File: src/rtl/hazard_scoreboard_pkg.sv
// rtl/hazard_scoreboard_pkg.sv - shared encodings for the ID-stage latency scoreboard
package hazard_scoreboard_pkg;

  localparam int DEF_REGISTER_BITS = 5;

  typedef enum logic [1:0] {
    CLASS_ALU  = 2'd0,
    CLASS_LOAD = 2'd1,
    CLASS_MUL  = 2'd2,
    CLASS_RSVD = 2'd3
  } id_class_e;

  typedef enum logic [1:0] {
    CAUSE_NONE   = 2'd0,
    CAUSE_DATA   = 2'd1,
    CAUSE_BRANCH = 2'd2,
    CAUSE_MEM    = 2'd3
  } stall_cause_e;

endpackage

File: src/rtl/hazard_reg_counter.sv
// rtl/hazard_reg_counter.sv - per-register result-latency down-counter with load and freeze
module hazard_reg_counter #(
  parameter int CNT_W = 3
) (
  input  logic             clk,
  input  logic             rst,
  input  logic             load,
  input  logic [CNT_W-1:0] load_val,
  input  logic             freeze,
  output logic [CNT_W-1:0] cnt
);

  // A new producer overrides whatever was left of the previous one.
  always_ff @(posedge clk or posedge rst) begin
    if (rst)
      cnt <= '0;
    else if (load)
      cnt <= load_val;
    else if (!freeze && cnt != '0)
      cnt <= cnt - 1'b1;
  end

endmodule

File: src/rtl/hazard_scoreboard.sv
// rtl/hazard_scoreboard.sv - ID-stage hazard scoreboard driving hold, ID/EX bubble and IF flush
// Optional statistics outputs are enabled by defining HAZARD_STATS_EN.
module hazard_scoreboard
  import hazard_scoreboard_pkg::*;
#(
  parameter int REGISTER_BITS = DEF_REGISTER_BITS,
  parameter int ALU_LAT       = 1,
  parameter int LOAD_LAT      = 2,
  parameter int MUL_LAT       = 4,
  parameter int CNT_W         = 3
) (
  input  logic                     clk,
  input  logic                     rst,
  input  logic                     id_valid,
  input  logic [REGISTER_BITS-1:0] id_rs,
  input  logic [REGISTER_BITS-1:0] id_rt,
  input  logic                     id_uses_rs,
  input  logic                     id_uses_rt,
  input  logic                     id_is_branch,
  input  logic                     id_reg_write,
  input  logic [REGISTER_BITS-1:0] id_rd,
  input  logic [1:0]               id_class,
  input  logic                     branch_taken,
  input  logic                     mem_stall,
  output logic                     hold,
  output logic                     id_flush,
  output logic                     if_flush,
  output logic [1:0]               stall_cause
`ifdef HAZARD_STATS_EN
  ,
  output logic [31:0]              stall_cycles,
  output logic [15:0]              flush_count
`endif
);

  localparam int NREG = 1 << REGISTER_BITS;

  logic [NREG-1:0][CNT_W-1:0] cnt;
  logic [CNT_W-1:0]           lat;
  logic [CNT_W-1:0]           thr;
  logic                       need_rs, need_rt, data_haz, issue, load_en;
  stall_cause_e               cause_q;

  always_comb begin
    lat = CNT_W'(ALU_LAT);
    case (id_class_e'(id_class))
      CLASS_LOAD: lat = CNT_W'(LOAD_LAT);
      CLASS_MUL:  lat = CNT_W'(MUL_LAT);
      default:    lat = CNT_W'(ALU_LAT);
    endcase
  end

  // r0 is hardwired to zero and never produces a hazard.
  assign cnt[0] = '0;

  for (genvar r = 1; r < NREG; r++) begin : g_cnt
    hazard_reg_counter #(.CNT_W(CNT_W)) u_cnt (
      .clk      (clk),
      .rst      (rst),
      .load     (load_en && (id_rd == REGISTER_BITS'(r))),
      .load_val (lat),
      .freeze   (mem_stall),
      .cnt      (cnt[r])
    );
  end

  // Branches compare in ID and cannot use EX forwarding, so they wait one cycle longer.
  assign thr      = id_is_branch ? '0 : CNT_W'(1);
  assign need_rs  = id_valid && id_uses_rs && (id_rs != '0) && (cnt[id_rs] > thr);
  assign need_rt  = id_valid && id_uses_rt && (id_rt != '0) && (cnt[id_rt] > thr);
  assign data_haz = need_rs || need_rt;
  assign issue    = id_valid && !data_haz && !mem_stall;
  assign load_en  = issue && id_reg_write && (id_rd != '0);

  assign hold     = !rst && (data_haz || mem_stall);
  assign id_flush = !rst && data_haz && !mem_stall;
  assign if_flush = !rst && branch_taken && issue;

  always_ff @(posedge clk or posedge rst) begin
    if (rst)
      cause_q <= CAUSE_NONE;
    else if (mem_stall)
      cause_q <= CAUSE_MEM;
    else if (data_haz && id_is_branch)
      cause_q <= CAUSE_BRANCH;
    else if (data_haz)
      cause_q <= CAUSE_DATA;
    else
      cause_q <= CAUSE_NONE;
  end

  assign stall_cause = cause_q;

`ifdef HAZARD_STATS_EN
  always_ff @(posedge clk or posedge rst) begin
    if (rst) begin
      stall_cycles <= '0;
      flush_count  <= '0;
    end else begin
      if (id_flush && stall_cycles != '1)
        stall_cycles <= stall_cycles + 1'b1;
      if (if_flush && flush_count != '1)
        flush_count <= flush_count + 1'b1;
    end
  end
`endif

endmodule

File: config.mk
export PLATFORM = sky130hd
export DESIGN_NAME = hazard_scoreboard
export DESIGN_NICKNAME = d
export VERILOG_FILES = /design/src/rtl/hazard_scoreboard_pkg.sv /design/src/rtl/hazard_reg_counter.sv /design/src/rtl/hazard_scoreboard.sv
export SDC_FILE = /design/constraint.sdc
export NUM_CORES = 1
export LEC_CHECK = 0
export ABC_AREA = 1
export ABC_CLOCK_PERIOD_IN_PS = 5800
export CELL_PAD_IN_SITES_DETAIL_PLACEMENT = 1
export CELL_PAD_IN_SITES_GLOBAL_PLACEMENT = 1
export CORE_AREA = 8 8 130 162
export CTS_BUF_LIST = sky130_fd_sc_hd__clkbuf_16
export DETAILED_ROUTE_END_ITERATION = 7
export DIE_AREA = 0 0 138 170
export PLACE_DENSITY = 0.88
export SYNTH_ARGS = -nofsm -noshare
export SYNTH_HDL_FRONTEND = slang
export SYNTH_SLANG_ARGS = --single-unit
File: constraint.sdc
create_clock -name clk -period 5.8 [get_ports clk]
set_input_delay 1.45 -clock clk [delete_from_list [all_inputs] [get_ports clk]]
set_output_delay 1.45 -clock clk [all_outputs]
set_load 0.02 [all_outputs]
==> results of run 1 <==
==> state kept, by name, indices dropped and copies added, names as in the netlist <==
| name | count |
|---|---|
| stall_cause | 2 |
| g_cnt.u_cnt.cnt | 93 |
==> worst max-delay path, stage by stage <==
cell,delay (ps)
clkdlybuf4s50_1,570
o21ai_0,150
o311ai_1,330
a21oi_1,120
a311oi_2,200
ha_1,270
or2_2,300
nand2_1,70
nor2_1,40
nand2_1,70
nand2_2,80
buf_4,140
nand4_2,80
nor2_1,50
dlygate4sd2_1,320
==> what timing repair did <==
action,in CTS,in global routing
endpoints found under the setup margin,3,3
hold buffers,0,0
pin swaps,0,0
resized for setup,15,7
==> final cells by class <==
cell class,instances,share of cell area [%]
Clock buffer,9,2.35
Multi-Input combinational cell,883,54.0
Sequential cell,95,24.9
Inverter,160,6.31
Tap cell,232,3.04
Clock inverter,7,0.733
Timing Repair Buffer,101,8.73
==> synth_stat cells (2+ instances only) <==
library cell    n
nand2_1       296
xor2_1         31
o221ai_1        5
nand3_4        31
buf_2           4
buf_6           6
a31oi_1         3
inv_2           5
inv_1         154
o22ai_1        10
o21ai_0        14
o211ai_1        8
ha_1           66
a211oi_1        2
o21ai_1        31
nor2_4          2
a22oi_1         2
nand4_1         3
dfrtp_1        95
or2_2          64
nor2_2          3
a21oi_1        24
nand3_1       161
nor3_1         10
nor2_1        102
clkbuf_1       18
nand2_2         6
buf_12          3
==> cells by family after synthesis <==
logic type               after synthesis  share of synthesized area (%)
XOR/XNOR                              31                           3.25
AND/OR/NAND/NOR                      683                           41.3
adder cells (fa/ha/maj)               66                           9.90
flip-flops                            95                           28.5
buffers and inverters                192                           9.87
AO/OA/AOI/OAI                        103                           7.15
==> per-layer routing <==
layer	vias up	wire (um)	GRT usage, %
li1	3944	-	-
met1	4152	11800	28.0
met2	226	15300	47.1
met3	108	1210	4.01
met4	0	1860	15.8
met5	-	0	0
==> power breakdown <==
group          total, mW  switching, mW  internal (mW)
Combinational       2.23           1.32          0.912
Sequential          1.34          0.335           1.00
Clock              0.641          0.305          0.336
==> worst max-delay path by stage <==
stage                         from  endpoint  slack, ps  depth (start not counted)
final                     id_rs[2]  if_flush        110                         15
after global routing      id_rs[2]  if_flush         -4                         15
after CTS                 id_rs[2]  if_flush        120                         15
after detailed placement  id_rs[0]  id_flush       -450                         15
after global placement    id_rs[0]  id_flush       -400                         15
after floorplan                rst  if_flush        420                          3
==> metrics by stage <==
stage	utilization [%]	cell area, um2
2_1_floorplan	-	8340
3_3_place_gp	50.1	9260
3_5_place_dp	50.1	9260
4_1_cts	51.7	9560
5_1_grt	51.7	9560
6_report	51.7	9560
==> out/metrics.yaml, run 1 <==
run_status:
  outcome: "completed"
drt:
  wl_per_cell_um: 20.3
  vias_per_cell: 5.67
  drtIter0Drc: 585
  ant_nets: 0
  drt-pass1-iter-count: 7
  wirelength_um: 30100
  vias: 8430
  drc: 0
logic_synthesis:
  synth-edff-count: 0
  async_flop_share_pct: 100
  syn_inst: 1170
  ys_seq_area_share_pct: 28.5
  yosysTopAreaCell: "dfrtp_1"
  synth_top_area_share_pct: 28.5
  syn_nets: 1262
  ys_warn_count: 0
  ys_ff_latch: 95
  synth_ff_type: "dfrtp_1"
  netlist_area_um2: 8340
  synthTopCellsByArea: "dfrtp_1 (28%), nand2_1 (13%), ha_1 (9.9%)"
  yosysUniqueCellTypes: 39
  avgSynthCellArea_um2: 7.13
global_route:
  grt_use_total_pct: 26.0
  grt-ovfl-total: 0
  grt_max_degree: 66
  grt_pass1_wl_um: 48800
  grt_antenna_before_repair: 0
  grt_pass1_vias: 9098
placed_design:
  dpl.hpwl_um: 22600
  pre_cts_ws_ps: -453
  io_buffers: 30
  gp_congestion: 0.944
  post-place-cells: 1471
power:
  vdd_drop_max_uv: 182
  finalPower_mw: 4.21
  power_density_nw_per_um2: 440
  leakage_nw: 5.00
worst_setup_path:
  startpoint_type: "input pin"
  ff2ff_setup_slack_ps: 1990
  cp_max_fo: 4
  worstSetupPathType: "input pin to primary output"
  reg2reg_depth: 18
  required_ps: 4350
  r2r-end: "g_cnt[24].u_cnt.cnt[0]$_DFFE_PP0P_"
  reg2reg_from: "g_cnt[29].u_cnt.cnt[0]$_DFFE_PP0P_"
  worstSetupEndpointType: "primary output"
  cp_data_arrival_time_ps: 4240
cts:
  cts_tree: "yes"
  postCtsSetupRepairBufs: 0
  cts_buffer_depth: 2
  clockRootBuffer: "clkbuf_16"
  cts.sinks: 95
  insertion_delay_ps: 370
  cts_buffers: 9
  clk_transition_reported_paths_ps: 70
  htreeDepth: 3
layout:
  final_nets: 1342
  synthToLayoutAreaGrowth_pct: 14.6
  stdcell_count: 1487
  diodes: 0
  multi_input_area_um2: 5160
  seq_area_um2: 2380
  drive_gt1_share_pct: 16.8
  n_fill_cell: 2457
  layout_common_cells: "nand2_1 (293), nand3_1 (161), inv_1 (152)"
  final_common_cell: "nand2_1"
sta:
  worstMarginPinSlew_ps: 1140
  hold_slack_ps: 511
  clock.fmax_ghz: 0.176
  relSlewSlack_pct: 23.7
  fin_setup_tns_ps: 0
  finalSetupViolCount: 0
  clock_skew_ps: 11.3
  hold_violations: 0
  setup_ws_ps: 114
  finalMaxSlewViolations: 0
  fin_crit_ps: 5690
  finalCritPeriodShare_pct: 98.0
hold_path:
  hold_depth: 2
  whs_endpoint: "g_cnt[27].u_cnt.cnt[1]$_DFFE_PP0P_"
  min_from: "g_cnt[27].u_cnt.cnt[1]$_DFFE_PP0P_"
  min_path_type: "flip-flop to flip-flop"
job:
  drv_cap: 0
floorplan:
  die_h_um: 170
  die-area_um2: 23500
  die_w_um: 138
  initial_core_util_pct: 45.1
  rows: 56
  pin_count: 31
  core_um2: 18500
No activity file was read; power rests on OpenSTA's default activity.
==> run 2: changes to the inputs <==
--- a/config.mk
+++ b/config.mk
@@ -9,10 +9,11 @@
 export ABC_CLOCK_PERIOD_IN_PS = 5800
 export CELL_PAD_IN_SITES_DETAIL_PLACEMENT = 1
 export CELL_PAD_IN_SITES_GLOBAL_PLACEMENT = 1
-export CORE_AREA = 8 8 130 162
+export CORE_AREA = 8 8 127 159
 export CTS_BUF_LIST = sky130_fd_sc_hd__clkbuf_16
 export DETAILED_ROUTE_END_ITERATION = 7
-export DIE_AREA = 0 0 138 170
+export DIE_AREA = 0 0 135 167
+export DONT_BUFFER_PORTS = 1
 export PLACE_DENSITY = 0.88
 export SYNTH_ARGS = -nofsm -noshare
 export SYNTH_HDL_FRONTEND = slang
==> out/metrics.yaml, run 2 (synthesis gave the netlist of run 1 again) <==
global_route:
  grt_max_degree: 63  # -4.5%
  grt_pass1_vias: 8294  # -8.8%
  grt_antenna_before_repair: 0  # unchanged
  grt-ovfl-total: 0  # unchanged
  grt_use_total_pct: 26.1  # +0.10 points
  grt_pass1_wl_um: 46100  # -5.5%
sta:
  worstMarginPinSlew_ps: 1050  # -88.7 ps
  finalCritPeriodShare_pct: 91.7  # -6.4 points
  clock.fmax_ghz: 0.188  # +6.9%
  fin_crit_ps: 5320  # -369 ps
  hold_violations: 0  # unchanged
  setup_ws_ps: 484  # +369 ps
  finalMaxSlewViolations: 0  # unchanged
  relSlewSlack_pct: 29.7  # +6.0 points
  rsz0062_at_grt: "no"
  finalSetupViolCount: 0  # unchanged
  fin_setup_tns_ps: 0  # unchanged
  clock_skew_ps: 13.1  # +1.85 ps
power:
  vdd_drop_max_uv: 167  # -8.2%
  power_density_nw_per_um2: 470  # +6.7%
  leakage_nw: 4.60  # -8.0%
  finalPower_mw: 4.13  # -2.0%
layout:
  final_common_cell: "nand2_1"
  fin_area_um2: 8790  # -8.1%
  largest_reg_flops: 93  # unchanged
  final_nets: 1252  # -6.7%
  n_fill_cell: 2316  # -5.7%
  drive_gt1_share_pct: 11.9  # -4.9 points
  diodes: 0  # unchanged
  regMostFlops: "g_cnt.u_cnt.cnt"
  synthToLayoutAreaGrowth_pct: 5.31
  layout_common_cells: "nand2_1 (296), nand3_1 (161), inv_1 (155)"
  final_core_util_pct: 49.5  # -2.2 points
worst_setup_path:
  crit_path_top_delay_cell: "o311ai_0"
  cp_data_arrival_time_ps: 3870  # -370 ps
  ff2ff_setup_slack_ps: 2300  # +310 ps
  worstSetupPathType: "input pin to primary output"
  cpPeakStageDelay_ps: 380  # -190 ps
  crit_top_cell: "nand2_1"
  worstSetupEndpointType: "primary output"
  startpoint_type: "input pin"
  reg2reg_from: "g_cnt[29].u_cnt.cnt[0]$_DFFE_PP0P_"
  crit_path_start: "id_rs[1]"
  cp_max_fo: 11  # +7
  path_cells: "nand2_1 > nor2_1 > o311ai_0 > a21oi_1 > a311oi_1 > ha_1 > or2_2 > nand2_1 > nor2_1 > nand2_1 > nand2_2 > a211oi_1 > buf_4"
  required_ps: 4350  # about the same
placed_design:
  pre_cts_ws_ps: 536  # +988 ps
  gp_congestion: 0.963  # +1.9%
  dpl.hpwl_um: 21400  # -5.2%
  io_buffers: 0  # -100%
  dpl_cell_area_um2: 8500  # -8.2%
floorplan:
  core_um2: 17800  # -4.0%
  initial_core_util_pct: 47.0  # +1.9 points
  die_w_um: 135  # -2.2%
  die-area_um2: 22500  # -3.9%
  die_h_um: 167  # -1.8%
  pin_count: 31  # unchanged
  rows: 55  # -1.8%
cts:
  cts.sinks: 95  # unchanged
  clk_transition_reported_paths_ps: 70  # about the same
  postCtsSetupRepairBufs: 0  # unchanged
  cts_buffers: 9  # unchanged
  ctsResizeCount: 0  # -15
  htreeDepth: 3  # unchanged
  insertion_delay_ps: 360  # about the same
  hold_buffers: 0  # unchanged
  cts_buffer_depth: 2  # unchanged
  cts_tree: "yes"
  clockRootBuffer: "clkbuf_16"
job:
  drv_cap: 0  # unchanged
hold_path:
  min_path_type: "flip-flop to flip-flop"
  min_from: "g_cnt[27].u_cnt.cnt[1]$_DFFE_PP0P_"
run_status:
  outcome: "completed"
drt:
  ant_nets: 0  # unchanged
  drt-pass1-iter-count: 5  # -2
  vias: 7998  # -5.1%
  drtIter0Drc: 644  # +10%
  drc: 0  # unchanged
  wl_per_cell_um: 20.6  # +1.5%
  vias_per_cell: 5.74  # +1.3%
  wirelength_um: 28600  # -5.0%
run 2: changes by cell type in the layout (fill, tap and decap cells not counted), sizes merged:
cell and delta:
inv +1, clkinv +1, buf -60, dlygate4sd2 -3, clkdlybuf4s15 -2, clkdlybuf4s50 -23, clkbuf -2, clkinvlp -2
run 2: final cells by class:
type,count,area [um2],area share (%)
Timing Repair Buffer,11,95.1,1.08
Multi-Input combinational cell,883,5140,58.5
Inverter,160,603,6.86
Sequential cell,95,2380,27.1
Clock buffer,9,225,2.56
Tap cell,228,285,3.25
Clock inverter,7,57.6,0.655
run 2: layer usage:
layer  vias up  share of wire (%)  track usage, %
li1       3764                  -               -
met1      3947                 39            28.7
met2       189                 51            46.0
met3        98                3.7            3.91
met4         0                5.7            15.7
met5         -                  0               0
run 2: metrics by stage:
step                      std cells  hold WS [ps]
after floorplan                1170           476
after global placement         1377           493
after detailed placement       1377           495
after CTS                      1393           514
after global routing           1393           532
final                          1393           512
run 2: critical path, delay by kind of cell:
family | cells | cell delay, ps
AOI/OAI and AO/OA | 4 | 1000
and+or+nand+nor | 7 | 960
adders and majority gates | 1 | 280
buffers and inverters | 1 | 180
run 2: final timing paths:
kind | endpoint | cells past startpoint
setup / recovery | id_flush | 13
setup reg to reg | g_cnt[26].u_cnt.cnt[0]$_DFFE_PP0P_ | 17
hold / removal | g_cnt[27].u_cnt.cnt[1]$_DFFE_PP0P_ | 2
hold reg to reg | g_cnt[27].u_cnt.cnt[1]$_DFFE_PP0P_ | 2
max in group asynchronous | g_cnt[30].u_cnt.cnt[0]$_DFFE_PP0P_ | 2
min in group asynchronous | stall_cause[0]$_DFF_PP0_ | 1
run 2: power by group:
group	internal, mW	switching, mW	total [mW]
logic	0.869	1.30	2.17
registers	1.00	0.352	1.36
clock network	0.328	0.275	0.604
